`config.mk`:
```
export PLATFORM = sky130hd
export DESIGN_NAME = vram_arbiter
export DESIGN_NICKNAME = d
export VERILOG_FILES = /design/src/rtl/vram_pkg.sv /design/src/rtl/vram_wr_fifo.sv /design/src/rtl/vram_arbiter.sv
export SDC_FILE = /design/constraint.sdc
export NUM_CORES = 1
export LEC_CHECK = 0
export ABC_AREA = 1
export BUFFER_PORTS_ARGS = -buffer_cell sky130_fd_sc_hd__buf_2
export CAP_MARGIN = 20
export CORE_AREA = 2 2 115 117
export DETAILED_ROUTE_END_ITERATION = 10
export DIE_AREA = 0 0 117 119
export GPL_ROUTABILITY_DRIVEN = 1
export HOLD_SLACK_MARGIN = 0.02
export PLACE_DENSITY = 0.91
export SLEW_MARGIN = 30
export SYNTH_ARGS = -nofsm -noshare
export SYNTH_HDL_FRONTEND = slang
export SYNTH_HIERARCHICAL = 1
export SYNTH_SLANG_ARGS = --single-unit
```
`constraint.sdc`:
```
create_clock -name iVGA_CLK -period 5.5 [get_ports iVGA_CLK]
set_input_delay 1.1 -clock iVGA_CLK [delete_from_list [all_inputs] [get_ports iVGA_CLK]]
set_output_delay 1.1 -clock iVGA_CLK [all_outputs]
set_load 0.01 [all_outputs]
```
`src/rtl/vram_pkg.sv`:
```
// -----------------------------------------------------------------------------
// vram_pkg
// Shared types and constants for the video RAM arbiter.
//   ADDR_W / DATA_W : RAM address and data widths
//   DISP_LAT        : cycles from display address to registered display data
//   state_e         : arbiter FSM states
//   wr_entry_t      : one queued host write (address + data)
// -----------------------------------------------------------------------------
package vram_pkg;

   localparam int ADDR_W   = 19;
   localparam int DATA_W   = 8;
   localparam int DISP_LAT = 3;

   typedef enum logic [1:0] {
      IDLE  = 2'd0,
      DRAIN = 2'd1,
      CLEAR = 2'd2
   } state_e;

   typedef struct packed {
      logic [ADDR_W-1:0] addr;
      logic [DATA_W-1:0] data;
   } wr_entry_t;

endpackage

```
`src/rtl/vram_wr_fifo.sv`:
```
// -----------------------------------------------------------------------------
// vram_wr_fifo
// Synchronous FIFO holding pending host writes until a blanking cycle.
//   i_clk, i_rst_n : clock, asynchronous active-low reset
//   i_push, i_din  : enqueue one entry (ignored when full)
//   i_pop          : dequeue the head (ignored when empty)
//   o_dout         : current head entry (valid when !o_empty)
//   o_empty        : no entries held
//   o_count        : current occupancy, 0..DEPTH
// DEPTH must be a power of two >= 2; pointers carry one extra wrap bit.
// -----------------------------------------------------------------------------
module vram_wr_fifo
   import vram_pkg::*;
#(
   parameter  int DEPTH = 4,
   localparam int PTR_W = $clog2(DEPTH) + 1
) (
   input  logic             i_clk,
   input  logic             i_rst_n,
   input  logic             i_push,
   input  wr_entry_t        i_din,
   input  logic             i_pop,
   output wr_entry_t        o_dout,
   output logic             o_empty,
   output logic [PTR_W-1:0] o_count
);

   wr_entry_t        r_mem [DEPTH];
   logic [PTR_W-1:0] r_wptr;
   logic [PTR_W-1:0] r_rptr;
   logic             w_full;
   logic             w_do_push;
   logic             w_do_pop;

   assign o_count   = r_wptr - r_rptr;
   assign o_empty   = (r_wptr == r_rptr);
   assign w_full    = (o_count == PTR_W'(DEPTH));
   assign w_do_push = i_push & ~w_full;
   assign w_do_pop  = i_pop & ~o_empty;
   assign o_dout    = r_mem[r_rptr[PTR_W-2:0]];

   // NOTE: the storage array is deliberately not reset; the pointers alone
   // decide which entries are meaningful, so resetting data would only cost logic.
   always_ff @(posedge i_clk) begin
      if (w_do_push) r_mem[r_wptr[PTR_W-2:0]] <= i_din;
   end

   // NOTE: registers are written with <= so every flop samples pre-edge values.
   always_ff @(posedge i_clk or negedge i_rst_n) begin
      if (!i_rst_n) begin
         r_wptr <= '0;
         r_rptr <= '0;
      end else begin
         if (w_do_push) r_wptr <= r_wptr + PTR_W'(1);
         if (w_do_pop)  r_rptr <= r_rptr + PTR_W'(1);
      end
   end

endmodule

```
`src/rtl/vram_arbiter.sv`:
```
// -----------------------------------------------------------------------------
// vram_arbiter
// Shares one single-port synchronous video RAM between VGA scan-out and the
// host text writer. Active video always reads for the display; queued host
// writes and bulk clears only use blanking cycles.
//   iVGA_CLK, iRST_n          : pixel clock, asynchronous active-low reset
//   iBLANK_n                  : 1 = active video, display owns the RAM port
//   iDisp_addr                : display fetch address
//   oDisp_data, oDisp_valid   : fetched word, DISP_LAT cycles after address
//   iWr_req/addr/data         : host write, accepted when oWr_ready=1
//   oWr_ready, oWr_overflow   : queue has room / sticky dropped-write flag
//   iClr_req, oClr_busy       : clear pulse / clear pending or running
//   oRam_addr/wdata/we        : registered RAM command
//   iRam_rdata                : RAM read data, one cycle after the address
// -----------------------------------------------------------------------------
module vram_arbiter
   import vram_pkg::*;
#(
   parameter int                MEM_WORDS  = 307200,
   parameter int                FIFO_DEPTH = 4,
   parameter logic [DATA_W-1:0] CLR_VALUE  = 8'h00
) (
   input  logic              iVGA_CLK,
   input  logic              iRST_n,
   input  logic              iBLANK_n,
   input  logic [ADDR_W-1:0] iDisp_addr,
   output logic [DATA_W-1:0] oDisp_data,
   output logic              oDisp_valid,
   input  logic              iWr_req,
   input  logic [ADDR_W-1:0] iWr_addr,
   input  logic [DATA_W-1:0] iWr_data,
   output logic              oWr_ready,
   output logic              oWr_overflow,
   input  logic              iClr_req,
   output logic              oClr_busy,
   output logic [ADDR_W-1:0] oRam_addr,
   output logic [DATA_W-1:0] oRam_wdata,
   output logic              oRam_we,
   input  logic [DATA_W-1:0] iRam_rdata
);

   localparam int                PTR_W    = $clog2(FIFO_DEPTH) + 1;
   localparam logic [ADDR_W-1:0] CLR_LAST = ADDR_W'(MEM_WORDS - 1);

   state_e              r_state,     w_state_nxt;
   logic [ADDR_W-1:0]   r_clr_cnt,   w_clr_cnt_nxt;
   logic                r_clr_busy,  w_clr_busy_nxt;
   logic                r_wr_ready;
   logic                r_overflow;
   logic [ADDR_W-1:0]   r_ram_addr;
   logic [DATA_W-1:0]   r_ram_wdata;
   logic                r_ram_we;
   logic [DISP_LAT-2:0] r_vld_pipe;
   logic                r_disp_valid;
   logic [DATA_W-1:0]   r_disp_data;

   logic                w_push;
   logic                w_pop;
   logic                w_empty;
   logic [PTR_W-1:0]    w_count;
   logic [PTR_W-1:0]    w_count_nxt;
   wr_entry_t           w_din;
   wr_entry_t           w_head;
   logic                w_clr_pend;
   logic                w_wr_en;
   logic [ADDR_W-1:0]   w_wr_addr;
   logic [DATA_W-1:0]   w_wr_data;

   assign w_din       = '{addr: iWr_addr, data: iWr_data};
   assign w_push      = iWr_req & r_wr_ready;
   assign w_count_nxt = w_count + PTR_W'(w_push) - PTR_W'(w_pop);
   // A request while busy is simply absorbed by the already-set busy flag.
   assign w_clr_pend  = r_clr_busy | iClr_req;

   vram_wr_fifo #(.DEPTH(FIFO_DEPTH)) u_wr_fifo (
      .i_clk   (iVGA_CLK),
      .i_rst_n (iRST_n),
      .i_push  (w_push),
      .i_din   (w_din),
      .i_pop   (w_pop),
      .o_dout  (w_head),
      .o_empty (w_empty),
      .o_count (w_count)
   );

   // NOTE: every variable gets a default before the case so no branch can
   // leave one unassigned and infer a latch.
   always_comb begin
      w_state_nxt    = r_state;
      w_clr_cnt_nxt  = r_clr_cnt;
      w_clr_busy_nxt = w_clr_pend;
      w_pop          = 1'b0;
      w_wr_en        = 1'b0;
      w_wr_addr      = w_head.addr;
      w_wr_data      = w_head.data;
      case (r_state)
         IDLE: begin
            // Queued writes always go ahead of a clear requested after them.
            if (w_clr_pend && w_empty) w_state_nxt = CLEAR;
            else if (!w_empty)         w_state_nxt = DRAIN;
         end
         DRAIN: begin
            if (!iBLANK_n) begin
               w_pop   = 1'b1;
               w_wr_en = 1'b1;
               if (w_count == PTR_W'(1) && !w_push)
                  w_state_nxt = w_clr_pend ? CLEAR : IDLE;
            end
         end
         CLEAR: begin
            // Writes pushed now wait in the queue and land after the clear.
            if (!iBLANK_n) begin
               w_wr_en   = 1'b1;
               w_wr_addr = r_clr_cnt;
               w_wr_data = CLR_VALUE;
               if (r_clr_cnt == CLR_LAST) begin
                  w_clr_cnt_nxt  = '0;
                  w_clr_busy_nxt = 1'b0;
                  w_state_nxt    = IDLE;
               end else begin
                  w_clr_cnt_nxt = r_clr_cnt + ADDR_W'(1);
               end
            end
         end
         default: w_state_nxt = IDLE;
      endcase
   end

   always_ff @(posedge iVGA_CLK or negedge iRST_n) begin
      if (!iRST_n) begin
         r_state    <= IDLE;
         r_clr_cnt  <= '0;
         r_clr_busy <= 1'b0;
      end else begin
         r_state    <= w_state_nxt;
         r_clr_cnt  <= w_clr_cnt_nxt;
         r_clr_busy <= w_clr_busy_nxt;
      end
   end

   // Ready is computed from next occupancy so a same-cycle pop frees a slot.
   always_ff @(posedge iVGA_CLK or negedge iRST_n) begin
      if (!iRST_n) begin
         r_wr_ready <= 1'b1;
         r_overflow <= 1'b0;
      end else begin
         r_wr_ready <= (w_count_nxt != PTR_W'(FIFO_DEPTH));
         if (iWr_req && !r_wr_ready) r_overflow <= 1'b1;
      end
   end

   // One RAM op per edge; display reads win whenever video is active.
   always_ff @(posedge iVGA_CLK or negedge iRST_n) begin
      if (!iRST_n) begin
         r_ram_addr  <= '0;
         r_ram_wdata <= '0;
         r_ram_we    <= 1'b0;
      end else if (iBLANK_n) begin
         r_ram_addr <= iDisp_addr;
         r_ram_we   <= 1'b0;
      end else if (w_wr_en) begin
         r_ram_addr  <= w_wr_addr;
         r_ram_wdata <= w_wr_data;
         r_ram_we    <= 1'b1;
      end else begin
         r_ram_we <= 1'b0;
      end
   end

   // Valid tracks iBLANK_n through address register and RAM read stages.
   always_ff @(posedge iVGA_CLK or negedge iRST_n) begin
      if (!iRST_n) begin
         r_vld_pipe   <= '0;
         r_disp_valid <= 1'b0;
         r_disp_data  <= '0;
      end else begin
         r_vld_pipe   <= {r_vld_pipe[DISP_LAT-3:0], iBLANK_n};
         r_disp_valid <= r_vld_pipe[DISP_LAT-2];
         if (r_vld_pipe[DISP_LAT-2]) r_disp_data <= iRam_rdata;
      end
   end

   assign oDisp_data   = r_disp_data;
   assign oDisp_valid  = r_disp_valid;
   assign oWr_ready    = r_wr_ready;
   assign oWr_overflow = r_overflow;
   assign oClr_busy    = r_clr_busy;
   assign oRam_addr    = r_ram_addr;
   assign oRam_wdata   = r_ram_wdata;
   assign oRam_we      = r_ram_we;

endmodule

```
Word-level counts from Yosys, hierarchy flattened
Memories as Yosys holds them, arrays and structs flattened. Index checks and enable logic that the tools add are counted. Widths: inputs -> output; s select.

Register bits: 69. Output and inout bits: 40. Bits in writable memories: 108. Memories: 1. Input port bits: 59.

Memory list: u_wr_fifo.r_mem (words 4, width 27, rd ports 1, clocked after Yosys merged registers in 0, wr ports 1, line vram_wr_fifo.sv:28) `wr_entry_t r_mem [DEPTH];`.

Equal/unequal tests: 12. Bitwise gates (word level): 7. Reductions and logical operators: 11. Mux-type cells: 23. Add/sub/neg operators: 6.

Operators by type and width (count): $mux 19 (4); $add 19x1->19 const B (1); $eq 19x19->1 const B (1); $mux 2 (7); $mux 1 (10); $mux 8 (1); $ne 2x2->1 const B (4); $add 3x1->3 const B (2); $ne 3x3->1 const B (2); $pmux 2 s3 (1); $reduce_and 5->1 (1); $reduce_and 2->1 (2); $add 3x1->3 (1); $and 1x1->1 (3); $eq 3x1->1 const B (1); $eq 3x3->1 (1); $eq 3x3->1 const B (1); $logic_and 1x1->1 (3); $not 1->1 (3); $sub 3x1->3 (1); $sub 3x3->3 (1); $eq 2x1->1 const B (1); $eq 2x2->1 const B (1); $logic_not 1->1 (2); 4 further kinds (4).

Logic depth before layout (Yosys ltp)
Depth after elaboration: 6. Gate-level depth with buffers: 13.

By module
The synthesis kept the hierarchy.

By module, submodules not included: vram_wr_fifo (seq. area each 3393.3 um2, instances 1, area an instance 4471.8 um2, cells each 322); vram_arbiter (seq. area each 1577.8 um2, instances 1, area an instance 3231.8 um2, cells each 381).

Least setup slack after synthesis
Ideal clock, no wire load.

Path kind: register to register. From: reg u_wr_fifo.r_wptr[0]. To: mem u_wr_fifo/r_mem[2][0] (netlist bit), enable pin. Stages on the path, launching flop included: 9. Required time: 5.089 ns. Buffers on the path: 0. Arrival time: 2.626 ns. Period minus slack after synthesis: 3.037 ns. Path slack: 2.463 ns. Path through: dfrtp_1 inv_1 ha_1 inv_1 fa_1 nor2_1 nand2_4 nand2_4 nor2_1.

Longest elaborated chain between the ends: 6.

RTL lines: from (decl) (line vram_wr_fifo.sv:29) `logic [PTR_W-1:0] r_wptr;`; from (signal assigned) (line vram_wr_fifo.sv:54) `if (w_do_push) r_wptr <= r_wptr + PTR_W'(1);`; $sub 3x3->3 (line vram_wr_fifo.sv:35) `assign o_count = r_wptr - r_rptr;`; via w_count[1] (line vram_arbiter.sv:60) `logic [PTR_W-1:0] w_count;`; $eq 3x3->1 (line vram_wr_fifo.sv:37) `assign w_full = (o_count == PTR_W'(DEPTH));`; $not 1->1 (line vram_wr_fifo.sv:38) `assign w_do_push = i_push & ~w_full;`; $and 1x1->1 (line vram_wr_fifo.sv:38); $mux 1 (line vram_wr_fifo.sv:45) `if (w_do_push) r_mem[r_wptr[PTR_W-2:0]] <= i_din;`; $mux 1 (not written as such) (line vram_wr_fifo.sv:45); to (decl) (line vram_wr_fifo.sv:28).

The timed path passes the listed nets, and every way through them passes these cells.

Worst setup path in the final report
From: in iBLANK_n. To: reg r_ram_addr[13], in the netlist oRam_addr[13].

Longest elaborated chain between the ends: 3. Elaborated cells between the ends (all ways): 4. Those cells by class: mux: 3; reduce/logical: 1.

RTL lines: from (decl) (line vram_arbiter.sv:25) `input logic iBLANK_n,`; $mux 1 (line vram_arbiter.sv:103, vram_arbiter.sv:112); $mux 1; $reduce_bool 2->1 (no source line); to (signal assigned) (line vram_arbiter.sv:159) `r_ram_addr <= iDisp_addr;`; to (signal assigned) (line vram_arbiter.sv:162) `r_ram_addr <= w_wr_addr;`; to (decl) (line vram_arbiter.sv:50) `logic [ADDR_W-1:0] r_ram_addr;`.

Parallel ways exist; a longest one is shown, timed or not. A chain may end at the register's enable or synchronous reset.

==> reports/results.ini <==
[logic_synthesis]
synth_area_mm2=0.00770
synthArstFlopShare=0.390
synth_cell_types=39
synth_edf_count=108
synth_ff_type=edfxtp_1
yosys_warnings=6
ys_ff_latch=177
synth_nets=777
syn_area_per_cell_um2=11.0
syn_inst=703
ys_seq_area_frac=0.645

[clock_network]
cts_hold_buf=0
post_cts_buffers=0
cts_made_buffers=17
cts_root_buf=clkbuf_16
cts_max_path_buffers=2
path_clk_slew_ns=0.06
cts_tree=built
cts.sinks=177
clock_latency_ns=0.43
ctsHtreeMaxLevel=4
ctsResizeCount=0

[worst_setup_path]
critPathKind=in -> reg
critical_path_buf_inv_count=2
cp.required_ns=5.87
worstRegToRegCells=8
end_kind=flop
path_max_fanout=27
crit_slowest_cell=nor2_2
worst_path_largest_cell_delay_ns=0.78
cp.arrival_ns=3.19
cp_cell_sequence=buf_2 -> nor2_2 -> inv_1 -> a21oi_1 -> o21ai_0 -> nand3_1
path_depth=6
crit_family=simple AND/OR/NAND/NOR gates
cp-start-kind=input pin

[final_layout]
seq_area_mm2=0.00497
drive_gt1_frac=0.216
final_nets=870
diodes=0
final_cell_mix=edfxtp_1 (108), buf_2 (98), nor2_1 (93)
syn_to_final_growth_pct=15.7
design_area_mm2=0.00891
layout_commonest_cell=edfxtp_1
multi_input_area_mm2=0.00235
fillCellCount=886

[timing]
fin_tns_setup_ns=0
fin_crit_sh=0.513
drv_slew=0
worst_slew_pin_slew_ns=0.892
fmaxAchievable_mhz=354
rsz0062_at_grt=false
setup_viol=0
hold_violations=0
skew_ns=0.00968
slew-limit-headroom=0.405
min_period_ns=2.82
layout_setup_ws_ns=2.68

[die]
std_cell_rows=42
die_h_um=119
die_w_um=117
pin_count=99
fp.coreArea_mm2=0.0129
die_area_mm2=0.0139
initial_core_util=0.598

[route]
wirelength_um=17200
ant_nets=0
drt_iter0_markers=556
drc=0
vias_per_cell=5.76
vias=5673
wl_per_cell_um=17.5
first_pass_iters=5

[placement]
port_buffers=98
place.gp.congestion=0.923
dpl-instance-area_mm2=0.00832
hpwl_um=10900
dp_slack_ns=2.31

[hold_path]
whs_path_depth=0
hp-class=reg -> reg

[grt]
track_usage=0.260
grt_pass1_vias=5565
grt_pass1_wl_um=27100
antenna_found_initial=0
grt_max_degree=62
grt_overflow=0

[power]
ir_worst_vdd_mv=0.323
leakagePower_nw=3.75
power_density_mw_per_mm2=528

[flow_run]
cap_violations=0

[outcome]
status=completed

==> registers in the layout, indices dropped and copies added (netlist names), 2 cells and up <==
| register | count |
|---|---|
| oDisp_data | 8 |
| oRam_addr | 19 |
| oRam_wdata | 8 |
| r_clr_cnt | 19 |
| r_state | 2 |
| r_vld_pipe | 2 |
| u_wr_fifo/r_mem | 108 |
| u_wr_fifo/r_rptr | 3 |
| u_wr_fifo/r_wptr | 3 |
==> routing by layer <==
layer,up-vias,global-route usage,part of all wire
met5,-,0,0
met4,0,0.0993,0.022
met3,38,0.0621,0.080
met2,281,0.422,0.50
met1,2743,0.339,0.39
li1,2611,-,-
==> report_power, final <==
| part | internal [mW] | switching (mW) |
|---|---|---|
| Sequential | 1.77 | 0.158 |
| Combinational | 0.505 | 1.08 |
| Clock | 0.688 | 0.514 |
==> cell type report <==
cell class | instances | area share
Inverter | 57 | 0.0254
Clock inverter | 13 | 0.0170
Sequential cell | 177 | 0.558
Timing Repair Buffer | 106 | 0.0618
Clock buffer | 19 | 0.0497
Multi-Input combinational cell | 437 | 0.264
Tap cell | 176 | 0.0247
==> cells by family (layout without fill, tap and decap cells) <==
group | count (synthesis) | count (layout) | share of synthesized area
AND/OR/NAND/NOR | 253 | 253 | 0.147
XOR/XNOR | 8 | 8 | 0.00910
buffers and inverters | 89 | 195 | 0.0508
adder cells (fa/ha/maj) | 15 | 15 | 0.0263
AO/OA/AOI/OAI | 153 | 153 | 0.110
multiplexers | 8 | 8 | 0.0117
flip-flops | 177 | 177 | 0.645
==> Yosys cell counts (all sizes together) (8+ instances only) <==
cell type	instances	area, µm²
ha	13	163
a21oi	12	60.1
mux2	8	90.1
nand2	97	407
buf	16	100
o22ai	27	169
nor3	12	76.3
edfxtp	108	3240
o21ai	95	475
clkbuf	16	65.1
inv	56	210
nand3	35	190
nor2	102	408
dfrtp	68	1700
a22oi	13	97.6
==> stage by stage <==
step	hold WS (ns)	util	std cells	power, mW
after floorplan	0.331	-	703	2.99
after global placement	0.333	0.646	953	3.40
final	0.349	0.692	985	4.71
after global routing	0.358	0.692	985	4.98
after detailed placement	0.336	0.646	953	3.48
after CTS	0.350	0.692	985	4.70
==> final timing paths <==
check | startpoint | to | slack, ns
max | iBLANK_n | oRam_addr[13] | 2.68
min | r_vld_pipe[0] | r_vld_pipe[1] | 0.35
max reg2reg | u_wr_fifo/r_rptr[0] | u_wr_fifo/r_mem[3][8] | 2.73
max in group asynchronous | iRST_n | oRam_wdata[7] | 3.95
min in group asynchronous | iRST_n | oWr_overflow | 0.51
min reg2reg | r_vld_pipe[0] | r_vld_pipe[1] | 0.35
Note: power is estimated with default switching activity, not from simulation.
